--- config.mk ---
export PLATFORM = sky130hd
export DESIGN_NAME = multiport_register_file
export DESIGN_NICKNAME = d
export VERILOG_FILES = /design/src/rtl/multiport_register_file.sv
export SDC_FILE = /design/constraint.sdc
export NUM_CORES = 2
export LEC_CHECK = 0
export CAP_MARGIN = 20
export CORE_ASPECT_RATIO = 0.75
export CORE_MARGIN = 5
export CORE_UTILIZATION = 40
export DETAILED_ROUTE_END_ITERATION = 10
export DONT_BUFFER_PORTS = 1
export GPL_ROUTABILITY_DRIVEN = 0
export HOLD_SLACK_MARGIN = 0.12
export RECOVER_POWER = 25
export SYNTH_ARGS = -nofsm -noshare
export SYNTH_HDL_FRONTEND = slang
export SYNTH_SLANG_ARGS = --single-unit
--- constraint.sdc ---
create_clock -name clk -period 5.3 [get_ports clk]
set_input_delay 1.06 -clock clk [delete_from_list [all_inputs] [get_ports clk]]
set_output_delay 1.06 -clock clk [all_outputs]
set_load 0.01 [all_outputs]
--- src/rtl/multiport_register_file.sv ---
// rtl/multiport_register_file.sv - two-read/one-write register file with per-entry busy scoreboard (optional forwarding: RF_BYPASS_EN)
module multiport_register_file #(
    parameter int DATA_WIDTH = 32,
    parameter int ADDR_WIDTH = 5,
    parameter int ZERO_REG   = 1
) (
    input  logic                  clk,
    input  logic                  rst,
    input  logic                  wr_en,
    input  logic [ADDR_WIDTH-1:0] wr_addr,
    input  logic [DATA_WIDTH-1:0] wr_data,
    input  logic                  issue_en,
    input  logic [ADDR_WIDTH-1:0] issue_addr,
    input  logic [ADDR_WIDTH-1:0] rd_addr_a,
    input  logic [ADDR_WIDTH-1:0] rd_addr_b,
    output logic [DATA_WIDTH-1:0] rd_data_a,
    output logic [DATA_WIDTH-1:0] rd_data_b,
    output logic                  rd_busy_a,
    output logic                  rd_busy_b,
    output logic [ADDR_WIDTH:0]   busy_count
);

    localparam int DEPTH = 1 << ADDR_WIDTH;
    localparam bit ZR    = (ZERO_REG != 0);

    logic [DATA_WIDTH-1:0] mem_q [DEPTH];
    logic [DATA_WIDTH-1:0] mem_d [DEPTH];
    logic [DEPTH-1:0]      busy_q, busy_d;
    logic [ADDR_WIDTH:0]   busy_count_q, busy_count_d;
    logic                  wr_ok, issue_ok;

    // Writes and issues aimed at a hardwired-zero entry 0 are ignored
    always_comb begin
        wr_ok    = wr_en    && !(ZR && (wr_addr    == '0));
        issue_ok = issue_en && !(ZR && (issue_addr == '0));
    end

    // Next data, busy bits (set beats clear) and the population count of the new busy bits
    always_comb begin
        mem_d  = mem_q;
        busy_d = busy_q;
        if (wr_ok) begin
            mem_d[wr_addr]  = wr_data;
            busy_d[wr_addr] = 1'b0;
        end
        if (issue_ok) begin
            busy_d[issue_addr] = 1'b1;
        end
        busy_count_d = '0;
        for (int i = 0; i < DEPTH; i++) begin
            busy_count_d = busy_count_d + (ADDR_WIDTH+1)'(busy_d[i]);
        end
    end

    // State registers, cleared asynchronously while rst is low
    always_ff @(posedge clk or negedge rst) begin
        if (!rst) begin
            mem_q        <= '{default: '0};
            busy_q       <= '0;
            busy_count_q <= '0;
        end else begin
            mem_q        <= mem_d;
            busy_q       <= busy_d;
            busy_count_q <= busy_count_d;
        end
    end

    // Combinational read port A, optionally forwarding the same-cycle writeback
    always_comb begin
        rd_data_a = (ZR && (rd_addr_a == '0)) ? '0 : mem_q[rd_addr_a];
        rd_busy_a = busy_q[rd_addr_a];
`ifdef RF_BYPASS_EN
        if (wr_ok && (wr_addr == rd_addr_a)) begin
            rd_data_a = wr_data;
            if (!(issue_en && (issue_addr == rd_addr_a))) begin
                rd_busy_a = 1'b0;
            end
        end
`endif
    end

    // Combinational read port B, same rules as port A
    always_comb begin
        rd_data_b = (ZR && (rd_addr_b == '0)) ? '0 : mem_q[rd_addr_b];
        rd_busy_b = busy_q[rd_addr_b];
`ifdef RF_BYPASS_EN
        if (wr_ok && (wr_addr == rd_addr_b)) begin
            rd_data_b = wr_data;
            if (!(issue_en && (issue_addr == rd_addr_b))) begin
                rd_busy_b = 1'b0;
            end
        end
`endif
    end

    assign busy_count = busy_count_q;

endmodule
* Word level (Yosys, flattened, before mapping)
Index checks and enable logic that the tools add are counted.
** Operators by class
- $add $sub $neg :: 31
- $lt $le $gt $ge :: 10
- Muxes and demuxes :: 21
- Bitwise gates (word level) :: 6
- Reductions and logical operators :: 11
** Operators with widths (count)
- 1024-bit bitwise mux :: 1
- 32-bit binary-select mux with 5-bit select :: 2
- 32-bit 2-to-1 mux :: 9
- 32-bit demux with 5-bit select :: 1
- 6-bit by 1-bit adder with 6-bit output :: 26
- 32-bit bitwise AND :: 1
- 32-bit inverter :: 1
- 32-bit bitwise OR :: 1
- 5-bit by 6-bit less-than comparator with 1-bit output, second input constant :: 4
- 5-bit zero test :: 4
- 6-bit >= comparator, second input constant :: 3
- 5-bit inverter with 6-bit output :: 3
- 1-bit binary-select mux with 5-bit select :: 2
- 1-bit demux with 5-bit select :: 2
- 5-bit by 1-bit >= comparator with 1-bit output, second input constant :: 2
- 5-bit by 1-bit adder with 6-bit output :: 1
- 6-bit by 1-bit less-than comparator with 1-bit output, second input constant :: 1
- 4-bit by 1-bit adder with 5-bit output :: 1
- 1-bit logical AND :: 5
- 3-bit by 1-bit adder with 4-bit output :: 1
- 1-bit 2-to-1 mux :: 4
- 2-bit by 1-bit adder with 3-bit output :: 1
- 1-bit by 1-bit adder with 2-bit output :: 1
- 1-bit zero test :: 2
** Word-level totals
- Register bits after elaboration :: 1062
- Input bits :: 56
- Logic and storage cells :: 113

* Longest topological paths before layout
- Word-level depth :: 40
- Depth in mapped cells :: 21
- Mapped depth without buffers :: 18

* Worst setup path before layout
OpenSTA, ideal clock, no wires.
- Kind :: input to register
- Start point :: in wr_addr[2]
- End point :: reg busy_count_q[4], in the netlist busy_count[4]
- Library setup time :: 80 ps
- Arrival time :: 6449 ps
- Data required time :: 5220 ps
- Path slack :: -1229 ps
- Stages on the path :: 18
- Cells stage by stage :: clkbuf_1 -> nor3b_1 -> nand2_1 -> buf_1 -> a22o_1 -> fa_1 -> inv_1 -> fa_1 -> fa_1 -> inv_1 -> fa_1 -> fa_1 -> fa_1 -> ha_1 -> fa_1 -> a21o_1 -> a21oi_1 -> xnor2_1
** On the way
- Elaborated cells between the ends (all ways) :: 44
** RTL lines
- start: declaration :: RTL line 10 : input logic [ADDR_WIDTH-1:0] wr_addr,
- 5-bit by 6-bit less-than comparator with 1-bit output (implied by the code) or 5-bit by 1-bit >= comparator with 1-bit output (tied branches) :: RTL line 44 : busy_d[wr_addr] = 1'b0;
- 1-bit logical AND (implied by the code) :: RTL line 44
- 1-bit 2-to-1 mux (implied by the code) :: RTL line 44
- 1-bit demux with 5-bit select :: RTL line 44
- 32-bit inverter (no source line)
- 32-bit bitwise AND (no source line)
- 32-bit 2-to-1 mux * :: RTL line 42 : if (wr_ok) begin
- 32-bit bitwise OR (no source line)
- 32-bit 2-to-1 mux * :: RTL line 46 : if (issue_ok) begin
- via busy_d[7] :: RTL line 28 : logic [DEPTH-1:0] busy_q, busy_d;
- 6-bit by 1-bit adder with 6-bit output * (25 in series) :: RTL line 51 : busy_count_d = busy_count_d + (ADDR_WIDTH+1)'(busy_d[i]);
- via busy_count_d[4] :: RTL line 29 : logic [ADDR_WIDTH:0] busy_count_q, busy_count_d;
- end signal: assignment :: RTL line 64 : busy_count_q <= busy_count_d;
- end: declaration :: RTL line 29
Mark *: on every way through the listed nets, which the timed path passes. The rest lies on a longest branch.
A chain may end at the register's enable or synchronous reset.

* Final worst setup path
- Start point :: in issue_addr[2]
- End point :: reg busy_count_q[4], in the netlist busy_count[4]
** On the way
- Elaborated cells between the ends (all ways) :: 41
** RTL lines
- start: declaration :: RTL line 13 : input logic [ADDR_WIDTH-1:0] issue_addr,
- 5-bit by 6-bit less-than comparator with 1-bit output (implied by the code) or 5-bit by 1-bit >= comparator with 1-bit output (tied branches) :: RTL line 47 : busy_d[issue_addr] = 1'b1;
- 1-bit logical AND (implied by the code) :: RTL line 47
- 1-bit 2-to-1 mux (implied by the code) :: RTL line 47
- 1-bit demux with 5-bit select :: RTL line 47
- 32-bit bitwise OR (no source line)
- 32-bit 2-to-1 mux * :: RTL line 46
- via busy_d[11] :: RTL line 28
- 6-bit by 1-bit adder with 6-bit output * (21 in series) :: RTL line 51
- via busy_count_d[4] :: RTL line 29
Marks and branches as above.

==> summary.txt <==
Layout
  – Final #Nets: 3770
  – Commonest non-fill, non-tap cell in the layout: dfrtp_1
  – Share of cells above drive strength 1: 50.8%
  – Layout overhead on the synthesized area: 10.5%
  – Most frequent cells in the layout: dfrtp_1, mux2_2, mux4_2, buf_4, mux2i_1
  – Final Cell Area: 62900 um^2

Setup path
  – CP Data Required Time: 5930 ps
  – CP Launch Type: input port
  – Crit Path Class: input port to flop
  – Flop2flop setup slack: 470 ps
  – Critical Path Sink Type: flop
  – Worst Path Max Fanout: 4
  – CP arrival: 5790 ps

Detailed routing
  – Starting DRT DRC Count: 3305
  – Remaining design rule violation count: 0
  – Routed vias/inst: 6.29
  – WL/cell: 31.7 um
  – Vias: 35556
  – Antenna Nets Post-Route: 0
  – Final wirelength: 179000 um
  – Pre-Repair DR Iteration Count: 7

Placed design
  – Area after DPL: 59300 um^2
  – Placed wire-length estimate: 92500 um
  – Pre-CTS WS: -582 ps
  – Port Buffer Count: 0

Pwr
  – Power Total: 26.2 mW
  – Power share of the clock group: 30.7%
  – Internal power: 18.8 mW
  – Power per cell area: 416 nW/um^2
  – Sw Share: 28.2%
  – Combinational Power Share: between 20% and 30%
  – Worst vdd ir: ~1.1 mV
  – Switching pwr: around 7.4 mW
  – Sequential share of power: 41.5%
  – Leakage: around 27 nW

Timing
  – Minimum clock period after layout: between 5000 and 6000 ps
  – RSZ-0062 raised after global routing: false
  – Final Hold Vio Count: 0
  – Fmax: 194 MHz
  – Post-route clock period utilization: 97.4%
  – Slew Limit Fails: 526
  – Finish-stage setup viols: 0
  – Worst Slack Setup Final: 138 ps
  – Least-Margin Pin Slew: 3170 ps
  – Setup Total Neg Slack: 0 ps
  – Layout Skew: 6.83 ps
  – Relative slew slack: -112%

GRT
  – Largest net degree at the start of global routing: 292
  – Initial antenna violation count: 5
  – Gr ovfl total: 0
  – Vias in the first global route: 36746
  – First-pass GRT wire length: approximately 260000 um
  – Total GRT Usage: 24.0%

Die
  – Die area: 150000 um^2
  – Io pins: 128
  – Initial Utilization: between 40% and 50%
  – Row cnt: between 100 and 150
  – Die X: 446 um
  – Core area: 141000 um^2
  – Die Y: 337 um

Clock tree
  – Num CTS Buffers: 112
  – CTS tree: yes
  – CTS root buf: clkbuf_16
  – Clock Sinks: 1062
  – Post-CTS Setup Bufs: 0
  – Max Buffers Root-to-Sink: 3
  – H-Tree Depth: 3
  – Worst-skew pair later-pin latency: 710 ps
  – Reg clk slew, reported paths: 60 ps

Synth
  – Mapped Avg Cell Area: 14.9 um^2
  – Distinct cells, synth: 41
  – Main flop type after synthesis: dfrtp_1
  – Synth Net Count: approximately 4000
  – EDFF count, synth: 0
  – Cells after Synth: 3833
  – Mapped cell area: 56900 um^2
  – Post-synth ARST share: 100%
  – Seq/Total Area, Yosys: 46.7%
  – Synth Register Bits: 1062
  – Yosys warns: 0

Worst hold path
  – Min-delay worst type: flop to flop

Run status
  – Status: complete, but fails checks
  – Violated checks: max-capacitance violations, max-slew violations

Run
  – Max-cap violations: 3
## through the flow
step | cells | util, % | hold slack, ps
after floorplan | 3833 | - | 441
after global placement | 5443 | 42.1 | 377
after detailed placement | 5443 | 42.1 | 383
after CTS | 5647 | 44.7 | 281
after global routing | 5647 | 44.7 | 408
final | 5649 | 44.7 | 393
## flip-flops by register name, indices dropped and copies added (netlist names)
signal / count
mem_q: 1024
busy_count: 6
busy_q: 32
## cell families (layout without fill, tap and decap cells)
kind of cell | count (synthesis) | after routing | share of synthesized area [%]
AO/OA/AOI/OAI | 411 | 411 | 5.25
XOR/XNOR | 3 | 3 | 0.0462
adder cells (fa/ha/maj) | 31 | 31 | 0.998
buffers and inverters | 468 | 407 | 3.48
flip-flops | 1062 | 1062 | 46.7
multiplexers | 1654 | 1654 | 41.7
other | 0 | 2 | 0
AND/OR/NAND/NOR | 204 | 204 | 1.86
## power by group through the flow
stage | combinational, mW | clock, mW | sequential [mW]
final | 7.30 | 8.02 | 10.8
after global routing | 8.07 | 8.51 | 11.1
after CTS | 7.45 | 8.18 | 10.8
after detailed placement | 7.38 | 0 | 11.0
after global placement | 7.18 | 0 | 10.9
after floorplan | 5.71 | 0 | 10.6
## worst max-delay path, cell delays in order
cell	delay, ps
nand2b_1	180
nor2_1	200
buf_4	160
a22o_1	170
inv_1	60
fa_1	550
fa_1	450
fa_1	530
inv_1	60
fa_1	460
fa_1	520
fa_1	420
ha_2	210
fa_2	350
a21o_1	170
a21oi_2	120
xnor2_1	120
## metal layers
layer / vias up / GRT usage, % / part of all wire, %
li1: 14567 / - / -
met4: 2 / 7.06 / 3.4
met5: - / 0 / 0.0067
met1: 19393 / 33.7 / 43
met2: 1267 / 37.4 / 46
met3: 327 / 5.62 / 7.7
## Yosys cell counts (all sizes together), types with 18 or more instances
cell        n  share of area (%)
mux2     1058                 21
mux2i     128                2.3
o2111ai    18               0.28
mux4      468                 19
a22oi      74               0.98
fa         24               0.84
nor2       28               0.18
a221oi     46               0.71
nor2b      75               0.82
nand2      71               0.47
buf       201                1.7
clkbuf    236                1.6
a311oi     64               0.98
inv        31               0.20
a22o       20               0.31
dfrtp    1062                 47
o21ai     113               0.99
a211oi     64               0.84
## final cells by class
type / instances / area (um^2)
Fill cell: 12627 / 78000
Multi-Input combinational cell: 2303 / 28700
Sequential cell: 1062 / 26600
Clock buffer: 168 / 3290
Tap cell: 1875 / 2350
Timing Repair Buffer: 173 / 1440
Clock inverter: 35 / 402
Inverter: 31 / 121
Antenna cell: 2 / 5.00
## worst paths after layout
kind	from	to	depth (start not counted)
max	issue_addr[2]	busy_count[4]	17
min	mem_q[1014]	mem_q[1014]	0
max reg2reg	busy_q[23]	busy_count[4]	13
min reg2reg	mem_q[1014]	mem_q[1014]	0
max in group asynchronous	rst	mem_q[904]	3
min in group asynchronous	rst	mem_q[920]	1
## what timing repair did
| action | 4_1_cts | 5_1_grt |
|---|---|---|
| setup endpoints to repair | 0 | 3 |
| hold buffers | 1 | 0 |
| gates resized for setup | 0 | 3 |
| endpoints found under the hold margin | 99 | 0 |
Note: power is estimated with default switching activity, not from simulation.
